<file path="config.mk">
export PLATFORM = sky130hd
export DESIGN_NAME = pwm_edge_logger_flat
export DESIGN_NICKNAME = d
export VERILOG_FILES = /design/src/rtl/pwm_log_pkg.sv /design/src/rtl/pwm_edge_logger_if.sv /design/src/rtl/pwm_log_fifo.sv /design/src/rtl/pwm_edge_logger.sv /design/src/flat_wrapper.sv
export SDC_FILE = /design/constraint.sdc
export NUM_CORES = 1
export LEC_CHECK = 0
export CAP_MARGIN = 20
export CORE_AREA = 2 2 260 262
export DETAILED_ROUTE_END_ITERATION = 6
export DIE_AREA = 0 0 262 264
export PLACE_DENSITY_LB_ADDON = 0.1
export SLEW_MARGIN = 20
export SYNTH_ARGS = -nofsm -noshare
export SYNTH_HDL_FRONTEND = slang
export SYNTH_SLANG_ARGS = --single-unit
</file>
<file path="constraint.sdc">
create_clock -name clk -period 9.75 [get_ports clk]
set_input_delay 2.4375 -clock clk [delete_from_list [all_inputs] [get_ports clk]]
set_output_delay 2.4375 -clock clk [all_outputs]
set_load 0.05 [all_outputs]
</file>
<file path="src/rtl/pwm_log_pkg.sv">
// Shared encodings and record field layout for the PWM edge logger.
// Record layout, MSB to LSB: {type[1:0], ts[TS_W-1:0], mask[NCH-1:0], level[NCH-1:0]}.
package pwm_log_pkg;

    typedef enum logic [1:0] {
        REC_START = 2'b00,
        REC_EDGE  = 2'b01,
        REC_WRAP  = 2'b10,
        REC_STOP  = 2'b11
    } rec_type_e;

    typedef enum logic {
        ST_IDLE = 1'b0,
        ST_RUN  = 1'b1
    } state_e;

    localparam int unsigned TYPE_W = 2;

    function automatic int unsigned mask_lsb(int unsigned nch);
        return nch;
    endfunction

    function automatic int unsigned ts_lsb(int unsigned nch);
        return 2 * nch;
    endfunction

    function automatic int unsigned type_lsb(int unsigned nch, int unsigned tsw);
        return 2 * nch + tsw;
    endfunction

    function automatic int unsigned rec_w(int unsigned nch, int unsigned tsw);
        return 2 * nch + tsw + TYPE_W;
    endfunction

endpackage

</file>
<file path="src/rtl/pwm_edge_logger_if.sv">
// Record stream from the logger FIFO head to its consumer (valid/ready).
interface pwm_edge_logger_if #(
    parameter int unsigned W = 14
);
    logic         rec_valid;
    logic         rec_ready;
    logic [W-1:0] rec_data;

    modport master (output rec_valid, output rec_data, input rec_ready);
    modport slave  (input rec_valid, input rec_data, output rec_ready);
endinterface

</file>
<file path="src/rtl/pwm_log_fifo.sv">
// Synchronous first-word-fall-through FIFO; a push while full is taken only
// when a pop frees the head slot in the same cycle.
module pwm_log_fifo #(
    parameter int unsigned W     = 14,
    parameter int unsigned DEPTH = 16
) (
    input  logic                       clk,
    input  logic                       rst,
    input  logic                       push,
    input  logic [W-1:0]               din,
    input  logic                       pop,
    output logic [W-1:0]               head_c,
    output logic                       empty_c,
    output logic                       full_c,
    output logic [$clog2(DEPTH):0]     count
);
    localparam int unsigned AW = $clog2(DEPTH);
    localparam int unsigned CW = AW + 1;

    logic [W-1:0]  mem [DEPTH];
    logic [AW-1:0] rd_ptr;
    logic [AW-1:0] wr_ptr;
    logic          pop_ok;
    logic          push_ok;

    assign empty_c = (count == CW'(0));
    assign full_c  = (count == CW'(DEPTH));
    assign head_c  = mem[rd_ptr];
    assign pop_ok  = pop & ~empty_c;
    assign push_ok = push & (~full_c | pop_ok);

    // Storage is cleared on reset so the head reads zero while empty.
    always_ff @(posedge clk) begin
        if (rst) begin
            rd_ptr <= '0;
            wr_ptr <= '0;
            count  <= '0;
            for (int unsigned i = 0; i < DEPTH; i++) begin
                mem[i] <= '0;
            end
        end else begin
            if (push_ok) begin
                mem[wr_ptr] <= din;
                wr_ptr      <= wr_ptr + AW'(1);
            end
            if (pop_ok) begin
                rd_ptr <= rd_ptr + AW'(1);
            end
            count <= count + CW'(push_ok) - CW'(pop_ok);
        end
    end

endmodule

</file>
<file path="src/rtl/pwm_edge_logger.sv">
// Timestamped PWM edge logger: START/EDGE/STOP records per capture session.
// Define PWM_LOG_WRAP_MARK_EN to also log a WRAP record when the timestamp rolls over.
module pwm_edge_logger
    import pwm_log_pkg::*;
#(
    parameter int unsigned NCH   = 2,
    parameter int unsigned TS_W  = 24,
    parameter int unsigned DEPTH = 16
) (
    input  logic                   clk,
    input  logic                   rst,
    input  logic                   en,
    input  logic [NCH-1:0]         pwm_in,
    input  logic                   clr,
    pwm_edge_logger_if.master      rec,
    output logic [$clog2(DEPTH):0] fifo_count,
    output logic                   ovf
);
    localparam int unsigned RW       = rec_w(NCH, TS_W);
    localparam int unsigned MASK_LSB = mask_lsb(NCH);
    localparam int unsigned TS_LSB   = ts_lsb(NCH);
    localparam int unsigned TYPE_LSB = type_lsb(NCH, TS_W);

    logic            en_s1, en_s2;
    logic [NCH-1:0]  pwm_s1, pwm_s2;
    state_e          state_q, state_d;
    logic [TS_W-1:0] ts_q, ts_d;

    logic            push;
    rec_type_e       rtype;
    logic [TS_W-1:0] rts;
    logic [NCH-1:0]  rmask;
    logic [RW-1:0]   din;
    logic            pop;
    logic            empty;
    logic            full;
    logic            drop;

    // Two-stage input history; all detection compares s1 against s2.
    always_ff @(posedge clk) begin
        if (rst) begin
            en_s1  <= 1'b0;
            en_s2  <= 1'b0;
            pwm_s1 <= '0;
            pwm_s2 <= '0;
        end else begin
            en_s1  <= en;
            en_s2  <= en_s1;
            pwm_s1 <= pwm_in;
            pwm_s2 <= pwm_s1;
        end
    end

    always_ff @(posedge clk) begin
        if (rst) begin
            state_q <= ST_IDLE;
            ts_q    <= '0;
        end else begin
            state_q <= state_d;
            ts_q    <= ts_d;
        end
    end

    // The start cycle is timestamp 0, so the first RUN cycle is already 1.
    always_comb begin
        state_d = state_q;
        ts_d    = ts_q;
        push    = 1'b0;
        rtype   = REC_EDGE;
        rts     = ts_q;
        rmask   = '0;
        case (state_q)
            ST_IDLE: begin
                if (en_s1 && !en_s2) begin
                    state_d = ST_RUN;
                    push    = 1'b1;
                    rtype   = REC_START;
                    rts     = '0;
                    ts_d    = TS_W'(1);
                end
            end
            ST_RUN: begin
                ts_d = ts_q + TS_W'(1);
                if (!en_s1 && en_s2) begin
                    state_d = ST_IDLE;
                    push    = 1'b1;
                    rtype   = REC_STOP;
                end else if (pwm_s1 != pwm_s2) begin
                    push  = 1'b1;
                    rtype = REC_EDGE;
                    rmask = pwm_s1 ^ pwm_s2;
                end
`ifdef PWM_LOG_WRAP_MARK_EN
                else if (ts_q == '0) begin
                    push  = 1'b1;
                    rtype = REC_WRAP;
                end
`endif
            end
            default: state_d = ST_IDLE;
        endcase
    end

    always_comb begin
        din                        = '0;
        din[0 +: NCH]              = pwm_s1;
        din[MASK_LSB +: NCH]       = rmask;
        din[TS_LSB +: TS_W]        = rts;
        din[TYPE_LSB +: TYPE_W]    = rtype;
    end

    assign pop           = rec.rec_valid & rec.rec_ready;
    assign rec.rec_valid = ~empty;
    assign drop          = push & full & ~pop;

    pwm_log_fifo #(
        .W     (RW),
        .DEPTH (DEPTH)
    ) u_fifo (
        .clk     (clk),
        .rst     (rst),
        .push    (push),
        .din     (din),
        .pop     (pop),
        .head_c  (rec.rec_data),
        .empty_c (empty),
        .full_c  (full),
        .count   (fifo_count)
    );

    // A drop outranks a simultaneous clear so no loss goes unreported.
    always_ff @(posedge clk) begin
        if (rst) begin
            ovf <= 1'b0;
        end else if (drop) begin
            ovf <= 1'b1;
        end else if (clr) begin
            ovf <= 1'b0;
        end
    end

endmodule

</file>
<file path="src/flat_wrapper.sv">
// flat-port wrapper written by rule: the top's interface ports become plain ports
module pwm_edge_logger_flat import pwm_log_pkg::*;
#(
    parameter int unsigned NCH   = 2,
    parameter int unsigned TS_W  = 24,
    parameter int unsigned DEPTH = 16
)
  (clk, rst, en, pwm_in, clr, fifo_count, ovf, rec_rec_valid, rec_rec_data, rec_rec_ready);
  pwm_edge_logger_if #(.W((TS_W + 2 * NCH + 2))) rec_i ();
  input  logic clk;
  input  logic rst;
  input  logic en;
  input  logic [NCH-1:0] pwm_in;
  input  logic clr;
  output logic [$clog2(DEPTH):0] fifo_count;
  output logic ovf;
  output wire logic [$bits(rec_i.rec_valid)-1:0] rec_rec_valid;
  output wire logic [$bits(rec_i.rec_data)-1:0] rec_rec_data;
  input wire logic [$bits(rec_i.rec_ready)-1:0] rec_rec_ready;
  assign rec_rec_valid = rec_i.rec_valid;
  assign rec_rec_data = rec_i.rec_data;
  assign rec_i.rec_ready = rec_rec_ready;
  pwm_edge_logger #(.NCH(NCH), .TS_W(TS_W), .DEPTH(DEPTH)) u_core (.clk(clk), .rst(rst), .en(en), .pwm_in(pwm_in), .clr(clr), .rec(rec_i), .fifo_count(fifo_count), .ovf(ovf));
endmodule
</file>
After elaboration in Yosys (flattened, before gate mapping)
Memories as Yosys holds them, arrays and structs flattened. A register that Yosys moved wholly into a read port is not among the register bits.
Cells that the tools add are included.

storage, ports and cells
  input port bits = 7
  memories kept = 1
  output and inout port bits = 37
  RAM bits = 480
  logic and storage cells = 65
  flip-flop bits (word level) = 45

cells by class
  mux-type cells = 28
  equality and inequality tests = 3
  bitwise gates (word level) = 11
  add/subtract/negate cells = 5
  reductions and logical operators = 7

memory list
  memory             depth  width  rd ports  clocked after Yosys merged registers in  wr ports  RTL line            RTL
  u_core.u_fifo.mem  16     30     1         1                                        16        pwm_log_fifo.sv:20  logic [W-1:0] mem [DEPTH];

operators by type and width
  operator                                       count
  2-to-1 mux 24 bit                              3
  one-hot mux 24 bit (2 select lines)            1
  2-to-1 mux 30 bit                              1
  OR reduction 30 bit                            1
  adder 24 x 1 -> 24 bit, second input constant  1
  2-to-1 mux 1 bit                               13
  2-to-1 mux 4 bit                               3
  adder 4 x 1 -> 4 bit, second input constant    2
  2-to-1 mux 2 bit                               4
  adder 5 x 1 -> 5 bit                           1
  bitwise AND 1 bit                              5
  equality test 5 bit, second input constant     1
  logical NOT 5 bit                              1
  subtractor 5 x 1 -> 5 bit                      1
  NOT 1 bit                                      4
  one-hot mux 1 bit (2 select lines)             2
  one-hot mux 2 bit (2 select lines)             1
  logical AND 1 bit                              2
  logical NOT 1 bit                              2
  != test 2 x 1 -> 1 bit, second input constant  1
  != test 2 bit                                  1
  nonzero test 2 bit                             1
  bitwise XOR 2 bit                              1
  bitwise OR 1 bit                               1

Logic depth before layout (Yosys ltp)
  word-level depth = 11
  mapped depth = 17
  depth with buffers taken out = 15

Cells and area by module
From an unflattened synthesis, not the netlist that was laid out.

unflattened totals
  cells, all modules = 1750
  area, all modules = 23244.8 um2

by module, submodules not included
  module           cells each  area each (um2)  sequential area each (um2)  times used
  pwm_log_fifo     1549        21575.7          14754.2                     1
  pwm_edge_logger  201         1669.1           640.6                       1

Worst setup path after synthesis
Ideal clock, no wire load.

  path kind = input to register
  start = input rec_rec_ready
  end = register u_core.u_fifo.count[4]
  slack = 4.803 ns
  cell stages on the path = 15
  data arrival time = 4.815 ns
  data required time = 9.618 ns
  library setup time = 0.132 ns
  buffers on the path = 2
  cells stage by stage = nor2b_1 a22oi_1 and2_0 clkbuf_1 buf_2 inv_1 ha_1 inv_1 ha_1 inv_1 fa_1 nor2b_1 o21bai_1 a21oi_1 nor3b_1

on the way
  cells in the longest elaborated chain, start to end = 6

ends and longest elaborated chain
  what                           RTL line                RTL
  start, declared                flat_wrapper.sv:19      input wire logic [$bits(rec_i.rec_ready)-1:0] rec_rec_ready;
  bitwise AND 1 bit (*)          pwm_edge_logger.sv:112  assign pop = rec.rec_valid & rec.rec_ready;
  bitwise AND 1 bit (*)          pwm_log_fifo.sv:29      assign pop_ok = pop & ~empty_c;
  bitwise OR 1 bit               pwm_log_fifo.sv:30      assign push_ok = push & (~full_c | pop_ok);
  bitwise AND 1 bit              pwm_log_fifo.sv:30
  adder 5 x 1 -> 5 bit           pwm_log_fifo.sv:49      count <= count + CW'(push_ok) - CW'(pop_ok);
  subtractor 5 x 1 -> 5 bit (*)  pwm_log_fifo.sv:49
  end signal, assigned           pwm_log_fifo.sv:49
  end, declared                  pwm_log_fifo.sv:15      output logic [$clog2(DEPTH):0] count

Mark *: on every way between the ends. The rest lies on a longest branch, timed or not.
A chain may end at the register's enable or synchronous reset.

==> impl_metrics.prom <==
# TYPE chip_impl_metric gauge
chip_impl_info{name="synthDominantAreaCellType",value="sky130_fd_sc_hd__edfxtp_1"} 1
chip_impl_metric{name="dp.cells",unit=""} 2519
chip_impl_metric{name="drive_gt1_frac",unit=""} 0.154
chip_impl_metric{name="placement.cell_area",unit="mm^2"} 0.0243
chip_impl_metric{name="report.final.setup_viol",unit=""} 0
chip_impl_metric{name="cts.htree.levels",unit=""} 2
chip_impl_metric{name="worst_pin_slew",unit="ps"} 1150
chip_impl_metric{name="seq_area_frac_synth",unit=""} 0.669
chip_impl_metric{name="first_pass_grt_wire_length",unit="um"} 102000
chip_impl_info{name="worst_r2r_startpoint",value="u_core.pwm_s1[1]"} 1
chip_impl_metric{name="p_leak",unit="nW"} 8.31
chip_impl_info{name="timing.hold.worst.class",value="register to register"} 1
chip_impl_metric{name="place_ws",unit="ps"} 3620
chip_impl_metric{name="post_cts.repair.setup_buffers",unit=""} 0
chip_impl_metric{name="vias_per_cell",unit=""} 5.45
chip_impl_metric{name="timing.final.crit_share",unit=""} 0.684
chip_impl_metric{name="dpl.hpwl",unit="um"} 35100
chip_impl_metric{name="cts-resized-gates",unit=""} 0
chip_impl_metric{name="grt_use_total",unit=""} 0.204
chip_impl_metric{name="floorplan.die.height",unit="um"} 264
chip_impl_metric{name="drcViolationCount",unit=""} 0
chip_impl_metric{name="routabilityCongestion",unit=""} 0.711
chip_impl_metric{name="path_clk_slew",unit="ps"} 60
chip_impl_metric{name="yosys_warnings",unit=""} 0
chip_impl_metric{name="power_density",unit="mW/mm^2"} 230
chip_impl_metric{name="worst_ir_drop_vdd",unit="V"} 0.000132
chip_impl_metric{name="fin_area",unit="mm^2"} 0.0262
chip_impl_metric{name="initial_core_util",unit=""} 0.346
chip_impl_metric{name="number_of_sinks_on_the_clock_net",unit=""} 529
chip_impl_metric{name="maxCapViolations",unit=""} 0
chip_impl_metric{name="netlist.area_leader.share",unit=""} 0.626
chip_impl_metric{name="synth_area_per_cell",unit="um^2"} 13.4
chip_impl_metric{name="antenna_violating_nets_post_route",unit=""} 0
chip_impl_metric{name="cts-root-to-sink-buffers",unit=""} 3
chip_impl_info{name="cp-start-kind",value="register"} 1
chip_impl_metric{name="cp.required",unit="ps"} 7310
chip_impl_metric{name="wl_per_cell",unit="um"} 26.5
chip_impl_metric{name="dr_total_vias",unit=""} 14300
chip_impl_metric{name="slew_headroom",unit=""} 0.234
chip_impl_info{name="setup_repair_after_global_routing_missed_its_margin",value="no"} 1
chip_impl_metric{name="drv_slew",unit=""} 0
chip_impl_metric{name="rr_worst_depth",unit=""} 6
chip_impl_metric{name="floorplan.die_area",unit="mm^2"} 0.0692
chip_impl_metric{name="final_cells",unit=""} 2624
chip_impl_metric{name="die_width",unit="um"} 262
chip_impl_info{name="timing.hold.worst.start",value="u_core.u_fifo.rd_ptr[1]"} 1
chip_impl_metric{name="totalNegativeSetupSlack",unit="ps"} 0
chip_impl_metric{name="worst_ep_arrival_time",unit="ps"} 4240
chip_impl_metric{name="postSynthCellCount",unit=""} 1712
chip_impl_metric{name="postCtsHoldBufs",unit=""} 0
chip_impl_metric{name="antenna_cells",unit=""} 0
chip_impl_metric{name="hold_path_depth",unit=""} 2
chip_impl_metric{name="finalHoldViolCount",unit=""} 0
chip_impl_info{name="synth_top_flop_cell",value="sky130_fd_sc_hd__edfxtp_1"} 1
chip_impl_metric{name="synth_enable_flop_cells",unit=""} 480
chip_impl_metric{name="port_buffers",unit=""} 43
chip_impl_metric{name="io-pin-count",unit=""} 44
chip_impl_metric{name="num_rows",unit=""} 95
chip_impl_metric{name="placeableCoreArea",unit="mm^2"} 0.0666
chip_impl_info{name="cell_types_with_the_largest_area_share_after_synthesis",value="sky130_fd_sc_hd__edfxtp_1 (63%), sky130_fd_sc_hd__mux4_2 (12%), sky130_fd_sc_hd__nor2_1 (8.1%), sky130_fd_sc_hd__dfxtp_1 (4.3%), sky130_fd_sc_hd__nand2_1 (2.6%)"} 1
chip_impl_metric{name="postSynthRegisterBits",unit=""} 529
chip_impl_metric{name="drt-pass1-iter-count",unit=""} 5
chip_impl_metric{name="synth_nets",unit=""} 1732
chip_impl_metric{name="worst_slack",unit="ps"} 3080
chip_impl_metric{name="final.setup_skew",unit="ps"} 21.3
chip_impl_metric{name="antenna_found_initial",unit=""} 1
chip_impl_metric{name="fin_util",unit=""} 0.393
chip_impl_info{name="cts-root-buf",value="sky130_fd_sc_hd__clkbuf_16"} 1
chip_impl_info{name="cts_tree",value="done"} 1
chip_impl_metric{name="grt_pass1_vias",unit=""} 14900
chip_impl_metric{name="clock.fmax",unit="MHz"} 150
chip_impl_metric{name="dr.first_iter.drc_count",unit=""} 1214
chip_impl_metric{name="drt-total-wl",unit="um"} 69400
chip_impl_metric{name="synth.distinct_cells",unit=""} 46
chip_impl_metric{name="tritoncts.num_buffers",unit=""} 59
chip_impl_metric{name="post-route-min-period",unit="ps"} 6670
chip_impl_metric{name="num-nets-final",unit=""} 1727
chip_impl_metric{name="asyncSetResetFlopFracSynth",unit=""} 0
chip_impl_metric{name="flow.area_growth_from_synthesis",unit="%"} 13.7
chip_impl_info{name="worstSetupEndpointType",value="primary output"} 1
chip_impl_info{name="outcome",value="complete, no violations"} 1
chip_impl_metric{name="grt_overflow_total",unit=""} 0
chip_impl_metric{name="syn_area",unit="mm^2"} 0.0230
chip_impl_metric{name="grt_start_max_net_pins",unit=""} 121
chip_impl_metric{name="worstPathMaxFanout",unit=""} 44
chip_impl_info{name="critPathKind",value="register to primary output"} 1
chip_impl_metric{name="clk_latency",unit="ps"} 640
[kinds of logic (layout without fill, tap and decap cells)]
kind of cell	after synthesis	in the layout	synth area share
AOI/OAI and AO/OA	122	122	0.0385
xor gates and xnor gates	7	7	0.00266
adders and majority gates	13	13	0.00739
buffers and inverters	159	198	0.0273
DFF	529	529	0.669
muxes	126	126	0.120
and+or+nand+nor	756	756	0.135
[per-stage QoR]
| stage | total power [mW] | hold slack (ps) |
|---|---|---|
| after global placement | 3.93 | 484 |
| after detailed placement | 3.94 | 494 |
| after global routing | 6.25 | 561 |
| after floorplan | 3.55 | 463 |
| final | 6.03 | 510 |
| after CTS | 6.10 | 514 |
[sequential cells by signal (all words and copies together) (netlist names), named ones only]
signal,cells
u_core.u_fifo.count,5
u_core.pwm_s2,2
u_core.ovf,1
u_core.en_s1,1
u_core.en_s2,1
u_core.u_fifo.mem,480
u_core.u_fifo.wr_ptr,4
u_core.ts_q,24
u_core.pwm_s1,2
u_core.state_q,1
u_core.u_fifo.rd_ptr,4
[power by group]
group | switching [mW] | total [mW] | internal (mW)
clock network | 0.914 | 2.16 | 1.25
registers | 0.0970 | 2.67 | 2.57
logic | 0.697 | 1.19 | 0.495
total | 1.71 | 6.03 | 4.32
[placed cells by master (no fill, tap or decap), types with 12 or more instances in the layout]
cell,synthesis,final
sky130_fd_sc_hd__nor2_1,498,496
sky130_fd_sc_hd__edfxtp_1,480,480
sky130_fd_sc_hd__nand2_1,160,160
sky130_fd_sc_hd__mux4_2,120,120
sky130_fd_sc_hd__a22oi_1,61,61
sky130_fd_sc_hd__clkbuf_16,0,60
sky130_fd_sc_hd__dfxtp_1,49,47
sky130_fd_sc_hd__clkdlybuf4s50_1,0,42
sky130_fd_sc_hd__buf_4,0,32
sky130_fd_sc_hd__a21oi_1,24,24
sky130_fd_sc_hd__inv_1,16,16
sky130_fd_sc_hd__clkbuf_1,112,16
sky130_fd_sc_hd__nand3_1,15,15
sky130_fd_sc_hd__clkinv_1,0,15
sky130_fd_sc_hd__nor2b_1,16,14
sky130_fd_sc_hd__or4_1,13,13
sky130_fd_sc_hd__ha_1,12,12
[per-layer routing]
metal / global-route usage / routed length (um) / part of all wire
met2: 0.327 / 33200 / 0.48
met5: 0 / 0 / 0
met1: 0.297 / 31700 / 0.46
met4: 0.0460 / 1110 / 0.016
met3: 0.0240 / 3430 / 0.049
[cells in the mapped netlist, types with 5 or more instances]
cell / instances
sky130_fd_sc_hd__nor2_1: 498
sky130_fd_sc_hd__edfxtp_1: 480
sky130_fd_sc_hd__nand2_1: 160
sky130_fd_sc_hd__mux4_2: 120
sky130_fd_sc_hd__clkbuf_1: 112
sky130_fd_sc_hd__a22oi_1: 61
sky130_fd_sc_hd__dfxtp_1: 49
sky130_fd_sc_hd__a21oi_1: 24
sky130_fd_sc_hd__buf_2: 17
sky130_fd_sc_hd__inv_1: 16
sky130_fd_sc_hd__nor2b_1: 16
sky130_fd_sc_hd__nand3_1: 15
sky130_fd_sc_hd__a31o_2: 13
sky130_fd_sc_hd__or4_1: 13
sky130_fd_sc_hd__ha_1: 12
sky130_fd_sc_hd__nand4_1: 11
sky130_fd_sc_hd__o311ai_0: 11
sky130_fd_sc_hd__buf_1: 10
sky130_fd_sc_hd__a21o_1: 6
sky130_fd_sc_hd__nor3_1: 6
sky130_fd_sc_hd__mux2_2: 5
sky130_fd_sc_hd__nand4b_1: 5
sky130_fd_sc_hd__nor3b_1: 5
[layout make-up]
class,count,area (um^2)
repair buffers,77,706
fillers,6299,40400
clock buffers,79,1600
multi-input cells,1024,7060
inverters,16,60.1
clock inverters,26,234
well taps,873,1090
flip-flops and latches,529,15400
[critical path, stage by stage, from the launching register on]
cell	delay, ps
sky130_fd_sc_hd__dfxtp_4	990
sky130_fd_sc_hd__buf_4	810
sky130_fd_sc_hd__mux4_2	590
sky130_fd_sc_hd__a22oi_1	310
sky130_fd_sc_hd__nand2_1	110
sky130_fd_sc_hd__clkdlybuf4s50_1	710
[final timing paths]
kind                                   end  slack, ps
setup / recovery          rec_rec_data[14]       3080
hold / removal                    register        510
setup reg to reg  u_core.u_fifo.mem[8][25]       5750
hold reg to reg                   register        510
Power figures use the tool's default switching activity.
